$ cat src/rtl/palette_arbiter.sv
// palette_arbiter: round-robin arbitration of two sprite pipelines onto one
// shared palette ROM, followed by a 2-stage lookup pipeline with backpressure.
module palette_arbiter #(
  parameter logic [3:0] KEY_INDEX = 4'h0
) (
  input  logic        Clk,
  input  logic        Reset_n,
  input  logic        p1_req,
  input  logic [3:0]  p1_index,
  input  logic        p2_req,
  input  logic [3:0]  p2_index,
  output logic        p1_gnt,
  output logic        p2_gnt,
  output logic [3:0]  pal_index,
  input  logic [3:0]  pal_red,
  input  logic [3:0]  pal_green,
  input  logic [3:0]  pal_blue,
  input  logic        out_ready,
  output logic        pix_valid,
  output logic        pix_owner,
  output logic [11:0] pix_rgb,
  output logic        pix_transparent
);

  typedef enum logic {
    LAST_P1 = 1'b0,
    LAST_P2 = 1'b1
  } last_t;

  last_t      last_q;
  logic       s1_valid;
  logic       s1_owner;
  logic       s1_transp;
  logic       stall;
  logic [3:0] gnt_index;

  // Grant decision: stall and reset suppress all grants; ties go to the
  // requester that was not served last.
  always_comb begin
    stall  = pix_valid & ~out_ready;
    p1_gnt = 1'b0;
    p2_gnt = 1'b0;
    if (Reset_n && !stall) begin
      if (p1_req && p2_req) begin
        if (last_q == LAST_P2) p1_gnt = 1'b1;
        else                   p2_gnt = 1'b1;
      end else if (p1_req) begin
        p1_gnt = 1'b1;
      end else if (p2_req) begin
        p2_gnt = 1'b1;
      end
    end
    gnt_index = p2_gnt ? p2_index : p1_index;
  end

  // Pipeline and pointer update; everything holds while stalled.
  always_ff @(posedge Clk) begin
    if (!Reset_n) begin
      last_q          <= LAST_P2;
      pal_index       <= '0;
      s1_valid        <= 1'b0;
      s1_owner        <= 1'b0;
      s1_transp       <= 1'b0;
      pix_valid       <= 1'b0;
      pix_owner       <= 1'b0;
      pix_rgb         <= '0;
      pix_transparent <= 1'b0;
    end else if (!stall) begin
      if (p1_gnt || p2_gnt) begin
        pal_index <= gnt_index;
        s1_valid  <= 1'b1;
        s1_owner  <= p2_gnt;
        s1_transp <= (gnt_index == KEY_INDEX);
        last_q    <= p2_gnt ? LAST_P2 : LAST_P1;
      end else begin
        s1_valid  <= 1'b0;
      end
      pix_valid       <= s1_valid;
      pix_owner       <= s1_owner;
      pix_rgb         <= {pal_red, pal_green, pal_blue};
      pix_transparent <= s1_transp;
    end
  end

endmodule

$ cat config.mk
export PLATFORM = sky130hd
export DESIGN_NAME = palette_arbiter
export DESIGN_NICKNAME = d
export VERILOG_FILES = /design/src/rtl/palette_arbiter.sv
export SDC_FILE = /design/constraint.sdc
export NUM_CORES = 1
export LEC_CHECK = 0
export BUFFER_PORTS_ARGS = -buffer_cell sky130_fd_sc_hd__clkbuf_2
export CAP_MARGIN = 20
export CORE_MARGIN = 2
export CORE_UTILIZATION = 35
export CTS_CLUSTER_DIAMETER = 100
export DETAILED_ROUTE_END_ITERATION = 6
export PLACE_DENSITY = 0.58
export SLEW_MARGIN = 40
export SYNTH_ARGS = -nofsm -noshare
export SYNTH_HDL_FRONTEND = slang
export SYNTH_SLANG_ARGS = --single-unit
$ cat constraint.sdc
create_clock -name Clk -period 1.5 [get_ports Clk]
set_clock_uncertainty 0.1 [all_clocks]
set_input_delay 0.075 -clock Clk [delete_from_list [all_inputs] [get_ports Clk]]
set_output_delay 0.075 -clock Clk [all_outputs]
set_load 0.02 [all_outputs]
==> Word-level counts from Yosys, hierarchy flattened <==
Index checks and enable logic that the tools add are counted.
{ "totals": {"register_bits": 23, "out_inout_bits": 21, "wordCells": 30, "in_bits": 25} }
{ "classes": {"reduce_logical": 6, "bitwise_logic": 3, "mux": 12} }
{ "ops": {"columns": ["op", "count"], "rows": [
  ["$mux 1", 11],
  ["$logic_not 4->1", 1],
  ["$mux 4", 1],
  ["$logic_and 1x1->1", 2],
  ["$not 1->1", 2],
  ["$reduce_and 2->1", 1],
  ["$and 1x1->1", 1],
  ["$logic_not 1->1", 1],
  ["$logic_or 1x1->1", 1]
]} }

==> Depth between registers and ports, before layout <==
Gate-level depths: netlist (run 1).
{ "depth": {"depth_word": 7, "ltp_mapped": 6} }

==> Least setup slack after synthesis (run 1) <==
Ideal clock, no wire load.
{ "synth_path": {"kind": "reg-to-output", "from": "reg pix_valid", "to": "out p1_gnt", "t_arrival_ps": 1364, "path_slack_ps": -39, "path_stages_with_launch": 5, "t_required_ps": 1325, "path_buffers": 2, "cell_sequence": "dfxtp_1 and2b_1 buf_6 buf_8 a2111oi_2"} }
{ "synth_via": {"elab_chain_len": 4} }
{ "synth_rtl": {"columns": ["item", "line_no", "source"], "rows": [
  ["from (decl)", "19", "output logic pix_valid,"],
  ["from (signal assigned)", "78", "pix_valid <= s1_valid;"],
  ["$and 1x1->1", "40", "stall = pix_valid & ~out_ready;"],
  ["$logic_not 1->1", null, null],
  ["$logic_and 1x1->1", "43", "if (Reset_n && !stall) begin"],
  ["$mux 1", "43", null],
  ["to (decl)", "12", "output logic p1_gnt,"]
]} }
No other way between the ends.

==> Worst setup path in the final report (run 1) <==
{ "layout_path": {"from": "reg last_q", "to": "out p1_gnt"} }
{ "layout_via": {"elab_chain_len": 3} }
{ "layout_rtl": {"columns": ["item", "line_no", "source"], "rows": [
  ["from (decl)", "30", "last_t last_q;"],
  ["from (signal assigned)", "74", "last_q <= p2_gnt ? LAST_P2 : LAST_P1;"],
  ["$mux 1", "45", "if (last_q == LAST_P2) p1_gnt = 1'b1;"],
  ["$mux 1", "44", "if (p1_req && p2_req) begin"],
  ["$mux 1", "43", null]
]} }
No other way between the ends.

==> out/summary.md, run 1 <==
* 213 — net count reported at finish
* inv_1 -> a2111oi_4 -> buf_4 — cells along the critical path
* 0 — Warnings, synthesis
* 0.00127 W — total power of the final layout
* 23 — number of clock sinks
* 9.26 um2 — Synth Area per Inst
* 2850 um — aggregate routed wire length
* sky130_fd_sc_hd__dfxtp_1 (41%), sky130_fd_sc_hd__a21oi_2 (7.1%), sky130_fd_sc_hd__nand2_1 (6.8%), sky130_fd_sc_hd__nand2_2 (5.1%), sky130_fd_sc_hd__buf_6 (4.1%) — top cells by area in the synthesized netlist
* 0.000380 W — sw power
* 20.9% — GR Layer Usage met1
* 4 — first-pass iteration count of the detailed router
* 3 — hold-critical path depth
* 4.81 — Via-to-Cell Ratio
* 45 — Port Buffers
* 22.6% — Clock power frac
* 17 — maximum number of pins on one net before global-route repair
* 4 — largest fanout on the critical path
* 46.0% — share of layout cells above drive strength 1
* 46 — IO Pins
* 1240 ps — arrival time at the worst endpoint
* 1320 ps — Worst Path Required
* 1880 um — post-DP HPWL
* 1.71% — met3 GRT Util
* 44 — drt first-iter violations
* false — RSZ-0062 raised after global routing
* 84.0 ps — final setup slack of the worst path
* 23 — total of flip-flops plus latches after synthesis
* 28 — distinct cell type count after synthesis
* 310 ps — clock insertion delay at the later pin of the skew report
* 0.708 nW — Pleak
* 145 — Post-Syn Nets
* 41.4% — area share of the leading cell type in the synthesized netlist
* 3 — TritonCTS Buffers
* built — clock tree from TritonCTS
* 0.000894 W — Pint
* 0 — number of maximum-capacitance constraint violations
* 0 ps — Fin Setup TNS
* 1420 ps — crit path time final
* complete, no violations — run status
* 1,112 — via count
* sky130_fd_sc_hd__dfxtp_1 — leading area contributor after synthesis
* 0 — number of antenna violations at the first check in global routing
* 120 — synthesized netlist cell count
* 0 — count of nets left with antenna violations after detail routing
* 0.00111 mm2 — netlist area before placement
* 120 ps — clock-pin slew reported for the worst setup and hold paths after clock tree synthesis
* input pin to flop — class of the worst hold path
* 336 ps — Tightest Pin Transition
* 4540 um — first-pass GRT wire length
* met2 — peak-usage layer in the global routing report
* 12.3 um — drt wl/cell
* 77.6% — relative max-transition margin
* 0 — count of unresolved DRC violations after routing
* 4 — r2r worst-path depth
* 0 — global route overflow
* 0.00364 mm2 — die outline area
* 706 MHz — highest achievable clock rate
* 60.3 um — die width
* 60.3 um — Die H
* flop to output pin — Setup CP Type
* 1,023 — vias in the first global route
* 0 — total setup violations reported at the end of the flow
* 204 — placed cell count
* 16.4% — GRT Resource Usage Total
* flop — critical path startpoint category
* 0 — antenna diode count
* 231 — number of standard cells in the layout, taps in and fillers out
* 27.8% — met2 usage in global routing
* 0.336 mV — worst vdd rail ir drop
* 2 — clk buf depth
* output pin — endpoint kind of the worst setup timing path
* 47.6 ps — Setup WS pre-CTS
* 1 — # H-tree levels
* 20 — FP Rows
* 0.00303 mm2 — Core Footprint
* 53.2% — sequential group share of total power
* 400 ps — critical path's largest stage delay
* 94.4% — Final period util
* 29.8% — share of total power consumed by net switching
* 0 — number of hold violations in the final report
* sky130_fd_sc_hd__clkbuf_4 — cell at the root of the clock tree
* 0.818 — final estimated routing congestion in global placement
* 44.5% — Area growth, synth to finish
* 24.2% — Comb pwr share
* 36.7% — Starting Density
* 41.4% — register area share after synthesis
* 0 — max-slew violations
* 794 mW/mm2 — total power density per cell area
* sky130_fd_sc_hd__dfxtp_2 — slowest cell on the critical path
worst max-delay path: cells and delay by family, from the launching register on:
kind                   cells  cell delay (ps)
buffers and inverters      2              270
AOI/OAI and AO/OA          1              270
DFF                        1              400
area by class of cell:
class	instances	area [um2]
clock buffer	3	22.5
inverter	4	15.0
sequential	23	463
tap	44	55.1
multi-input combinational	82	546
timing repair buffer	74	499
clock inverter	1	5.00
fill	298	1420
registers in the layout, indices dropped and copies added (netlist names):
name             cells
s1_owner             1
pix_owner            1
s1_transp            1
s1_valid             1
pal_index            4
pix_rgb             12
pix_transparent      1
last_q               1
pix_valid            1
what timing repair did:
| item | 4_1_cts | 5_1_grt |
|---|---|---|
| setup endpoints to repair | 2 | 1 |
| hold buffers | 20 | 0 |
| gates resized for setup | 6 | 2 |
| buffers inserted | 2 | 1 |
| pin swaps | 1 | 1 |
| hold endpoints to repair | 17 | 0 |
| cloned | 0 | 0 |
worst paths after layout:
kind	startpoint	endpoint	slack, ps
hold reg to reg	pix_rgb[1]	pix_rgb[1]	360
setup / recovery	last_q	p1_gnt	80
setup reg to reg	pix_valid	pal_index[3]	190
hold / removal	Reset_n	last_q	60
metrics by stage:
stage                     util, %  hold WS [ps]  instance area [um2]
after global placement       44.2           204                 1340
final                        53.0          55.3                 1610
after CTS                    52.6          45.3                 1590
after detailed placement     44.2           211                 1340
after global routing         53.0          55.0                 1610
after floorplan                 -           115                 1120
power by group through the flow:
stage	sequential [W]	clock [W]	combinational [W]
4_1_cts	0.000677	0.000299	0.000305
3_3_place_gp	0.000687	0	0.000255
6_report	0.000677	0.000288	0.000309
5_1_grt	0.000682	0.000328	0.000335
3_5_place_dp	0.000690	0	0.000258
2_1_floorplan	0.000727	0	0.000137
kinds of logic (layout without fill, tap and decap cells):
group                  Yosys count  in the layout  share of synthesized area [%]
buffers and inverters           15             82                           11.3
DFF                             23             23                           41.4
and+or+nand+nor                 46             46                           21.4
AOI/OAI and AO/OA               36             36                           25.9
cell usage after synthesis:
| master | instances |
|---|---|
| sky130_fd_sc_hd__dfxtp_1 | 23 |
| sky130_fd_sc_hd__nand2_1 | 20 |
| sky130_fd_sc_hd__a21oi_2 | 9 |
| sky130_fd_sc_hd__nand2_2 | 9 |
| sky130_fd_sc_hd__a21oi_1 | 7 |
| sky130_fd_sc_hd__a311oi_1 | 5 |
| sky130_fd_sc_hd__a31oi_1 | 5 |
| sky130_fd_sc_hd__nand4_1 | 5 |
| sky130_fd_sc_hd__o31ai_1 | 5 |
| sky130_fd_sc_hd__buf_6 | 4 |
| sky130_fd_sc_hd__buf_2 | 3 |
| sky130_fd_sc_hd__inv_1 | 3 |
| sky130_fd_sc_hd__nand3_1 | 3 |
| sky130_fd_sc_hd__nor2_1 | 3 |
| sky130_fd_sc_hd__buf_4 | 2 |
| sky130_fd_sc_hd__nor4_1 | 2 |
| sky130_fd_sc_hd__a2111oi_2 | 1 |
| sky130_fd_sc_hd__a21bo_2 | 1 |
| sky130_fd_sc_hd__a21boi_4 | 1 |
| sky130_fd_sc_hd__and2b_1 | 1 |
| sky130_fd_sc_hd__buf_12 | 1 |
| sky130_fd_sc_hd__buf_8 | 1 |
| sky130_fd_sc_hd__inv_2 | 1 |
| sky130_fd_sc_hd__nand2b_1 | 1 |
| sky130_fd_sc_hd__nor3_4 | 1 |
| sky130_fd_sc_hd__o21ai_1 | 1 |
| sky130_fd_sc_hd__o31ai_2 | 1 |
| sky130_fd_sc_hd__or2_1 | 1 |
metal layers:
metal / part of all wire, % / wire [um] / up-vias
li1: - / - / 564
met1: 44 / 1240 / 499
met2: 50 / 1420 / 47
met3: 5.3 / 151 / 2
met4: 1.2 / 34 / 0
met5: 0 / 0 / -
cells in the final DEF (no fill, tap or decap), types with 2 or more instances in the layout:
cell,n
sky130_fd_sc_hd__a21oi_1,7
sky130_fd_sc_hd__a21oi_2,9
sky130_fd_sc_hd__a311oi_1,5
sky130_fd_sc_hd__a31oi_1,5
sky130_fd_sc_hd__buf_4,9
sky130_fd_sc_hd__clkbuf_2,44
sky130_fd_sc_hd__clkbuf_4,3
sky130_fd_sc_hd__dfxtp_1,21
sky130_fd_sc_hd__dfxtp_2,2
sky130_fd_sc_hd__dlygate4sd3_1,20
sky130_fd_sc_hd__inv_1,3
sky130_fd_sc_hd__nand2_1,20
sky130_fd_sc_hd__nand2_2,9
sky130_fd_sc_hd__nand3_1,2
sky130_fd_sc_hd__nand4_1,5
sky130_fd_sc_hd__nor2_1,3
sky130_fd_sc_hd__nor4_1,2
sky130_fd_sc_hd__o31ai_1,5
No activity file was read; power rests on OpenSTA's default activity.
==> inputs of run 2 (changes only) <==
--- a/config.mk
+++ b/config.mk
@@ -7,11 +7,12 @@
 export LEC_CHECK = 0
 export BUFFER_PORTS_ARGS = -buffer_cell sky130_fd_sc_hd__clkbuf_2
 export CAP_MARGIN = 20
-export CORE_MARGIN = 2
+export CORE_MARGIN = 5
 export CORE_UTILIZATION = 35
 export CTS_CLUSTER_DIAMETER = 100
 export DETAILED_ROUTE_END_ITERATION = 6
 export PLACE_DENSITY = 0.58
+export SETUP_SLACK_MARGIN = 0.4
 export SLEW_MARGIN = 40
 export SYNTH_ARGS = -nofsm -noshare
 export SYNTH_HDL_FRONTEND = slang
==> run 2 against run 1 <==
Effect of this change: final area rose by 5.1%; die area rose by 21%; combinational power rose by 7.1%; critical path depth did not move; clock power fell by 1%; worst hold slack got worse by 47 ps; utilization rose by 2.3 points; wire length rose by 8.4%; global-route usage fell by 1.4 points; via count rose by 2.9%; critical path type unchanged; largest cell class unchanged.
==> out/summary.md, run 2 (same netlist as run 1, synthesis figures left out) <==
* complete, no violations — run status
* 20 — FP Rows, unchanged
* 51.6% — share of layout cells above drive strength 1, +5.6 points
* built — clock tree from TritonCTS
* input pin to flop — class of the worst hold path
* 46 — IO Pins, unchanged
* 218 — net count reported at finish, +2.3%
* 0 — antenna diode count, unchanged
* 0 — number of antenna violations at the first check in global routing, unchanged
* 2110 um — post-DP HPWL, +12%
* and2b_4 -> a2111oi_4 -> buf_4 — cells along the critical path
* 13.1 um — drt wl/cell, +6.1%
* 0.734 nW — Pleak, +3.6%
* sky130_fd_sc_hd__clkbuf_2 — most frequent standard cell in the layout excluding fill and tap cells
* 66.3 um — Die H, +9.9%
* 0.464 mV — worst vdd rail ir drop, +38%
* met2 — peak-usage layer in the global routing report
* 1320 ps — Worst Path Required, about the same
* 4 — r2r worst-path depth, unchanged
* 290 — fill cell total of the finished layout, -2.7%
* 130 ps — clock-pin slew reported for the worst setup and hold paths after clock tree synthesis, about the same
* 766 mW/mm2 — total power density per cell area, -3.5%
* 726 MHz — highest achievable clock rate, +2.8%
* 0 — global route overflow, unchanged
* 385 ps — Tightest Pin Transition, +49.0 ps
* 3090 um — aggregate routed wire length, +8.4%
* 4 — first-pass iteration count of the detailed router, unchanged
* 0 — number of hold violations in the final report, unchanged
* 5110 um — first-pass GRT wire length, +13%
* 0.00440 mm2 — die outline area, +21%
* 22.0% — Clock power frac, -0.6 points
* 350 ps — critical path's largest stage delay, -50 ps
* 51.9% — Area growth, synth to finish
* 236 — number of standard cells in the layout, taps in and fillers out, +2.2%
* 36.4% — Starting Density, -0.30 points
* pix_rgb x12, pal_index x4 — Largest regs
* flip-flops — Worst path top cell family by delay
* 12 — number of flip-flops in the largest register, unchanged
* 310 ps — clock insertion delay at the later pin of the skew report, about the same
* flop — critical path startpoint category
* 25.6% — Comb pwr share, +1.4 points
* flop to output pin — Setup CP Type
* 52.4% — sequential group share of total power, -0.8 points
* 1200 ps — arrival time at the worst endpoint, -40 ps
* 23 — number of clock sinks, unchanged
* 15.1% — GRT Resource Usage Total, -1.4 points
* 1 — Buf/Inv on CP, -1
* 3 — stages on the worst setup path, unchanged
* 4.85 — Via-to-Cell Ratio, +0.70%
* pix_rgb — register ranked first by flip-flop count
* 4 — hold-critical path depth, +1
* 11 — drt first-iter violations, -75%
* 0.000912 W — Pint, +2.0%
* sky130_fd_sc_hd__dfxtp_2 — slowest cell on the critical path
* 0 — count of unresolved DRC violations after routing, unchanged
* 16.4% — GR Layer Usage met1, -4.5 points
* 91.8% — Final period util, -2.6 points
* 0 — count of nets left with antenna violations after detail routing, unchanged
* 66.3 um — die width, +9.9%
* 1,172 — vias in the first global route, +15%
* 1 — # H-tree levels, unchanged
* 0 — number of maximum-capacitance constraint violations, unchanged
* 0.746 — final estimated routing congestion in global placement, -8.8%
* 160 ps — worst reg-to-reg setup slack, -30 ps
* output pin — endpoint kind of the worst setup timing path
* 0.00169 mm2 — final design instance area without fill, +5.1%
* 45 — Port Buffers, unchanged
* 28.4% — met2 usage in global routing, +0.58 points
* 204 — placed cell count, unchanged
* 3 — largest fanout on the critical path, -1
* 0 ps — Fin Setup TNS, unchanged
* 1,144 — via count, +2.9%
* 74.3% — relative max-transition margin, -3.3 points
* 0 — max-slew violations, unchanged
* 2.04% — met3 GRT Util, +0.34 points
* 3 — TritonCTS Buffers, unchanged
* 1380 ps — crit path time final, -38.3 ps
* 55.3% — core utilization of the finished layout, +2.3 points
* 29.5% — share of total power consumed by net switching, -0.37 points
* 0.000381 W — sw power, +0.21%
* 2 — clk buf depth, unchanged
* true — RSZ-0062 raised after global routing
* 0.00134 mm2 — placed standard-cell area, about the same
* 0 — total setup violations reported at the end of the flow, unchanged
* 0.00305 mm2 — Core Footprint, +0.83%
* sky130_fd_sc_hd__clkbuf_2 (43), sky130_fd_sc_hd__dfxtp_1 (21), sky130_fd_sc_hd__dlygate4sd3_1 (20), sky130_fd_sc_hd__nand2_2 (15), sky130_fd_sc_hd__nand2_1 (14) — most frequent cells in the layout
* 19 — maximum number of pins on one net before global-route repair, +2
* sky130_fd_sc_hd__clkbuf_4 — cell at the root of the clock tree
## run 2: changes by cell type in the layout (fill, tap and decap cells not counted), moves of 2 or more
| cell | previous run | this run |
|---|---|---|
| sky130_fd_sc_hd__nand2_1 | 20 | 14 |
| sky130_fd_sc_hd__nand2_2 | 9 | 15 |
| sky130_fd_sc_hd__buf_6 | 1 | 5 |
| sky130_fd_sc_hd__inv_2 | 1 | 3 |
| sky130_fd_sc_hd__inv_1 | 3 | 1 |
## run 2: power by group through the flow
stage,clock [W],sequential [W],combinational [W]
5_1_grt,0.000329,0.000683,0.000357
3_5_place_dp,0,0.000690,0.000261
2_1_floorplan,0,0.000727,0.000137
4_1_cts,0.000298,0.000677,0.000331
6_report,0.000284,0.000677,0.000331
3_3_place_gp,0,0.000689,0.000258
## run 2: what timing repair did
action | CTS | global route
hold endpoints to repair | 17 | 0
gates cloned | 1 | 0
gates resized for setup | 22 | 1
buffers inserted | 7 | 0
setup endpoints to repair | 25 | 25
hold buffers | 20 | 0
pin swaps | 4 | 0
## run 2: cell type report
type | instances | area, um2 | share of cell area [%]
clock buffer | 4 | 26.3 | 1.56
inverter | 4 | 15.0 | 0.890
multi-input combinational | 82 | 566 | 33.5
sequential | 23 | 465 | 27.6
tap | 44 | 55.1 | 3.26
timing repair buffer | 79 | 561 | 33.2
## run 2: final timing paths
| path | from | to |
|---|---|---|
| setup / recovery | pix_valid | p1_gnt |
| hold / removal | p2_index[2] | s1_transp |
| setup reg to reg | pix_valid | pal_index[2] |
| hold reg to reg | pix_rgb[8] | pix_rgb[8] |
## run 2: routing by layer
metal,vias up,share of wire [%]
li1,572,-
met1,538,42
met2,32,53
met3,2,4.1
met4,0,1.3
met5,-,0
## run 2: metrics by stage
step | hold slack, ps | setup slack [ps] | power (W)
detailed placement | 218 | 10.7 | 0.000951
floorplan | 115 | 227 | 0.000864
CTS | -5.36 | 75.4 | 0.00131
global placement | 206 | 95.0 | 0.000947
finish | 8.75 | 122 | 0.00129
global route | 10.0 | 35.0 | 0.00137
## run 2: worst min-delay path: cells and delay by family
family                 cells  cell delay [ps]
and+or+nand+nor            2              130
buffers and inverters      1               80
AOI/OAI and AO/OA          1               90
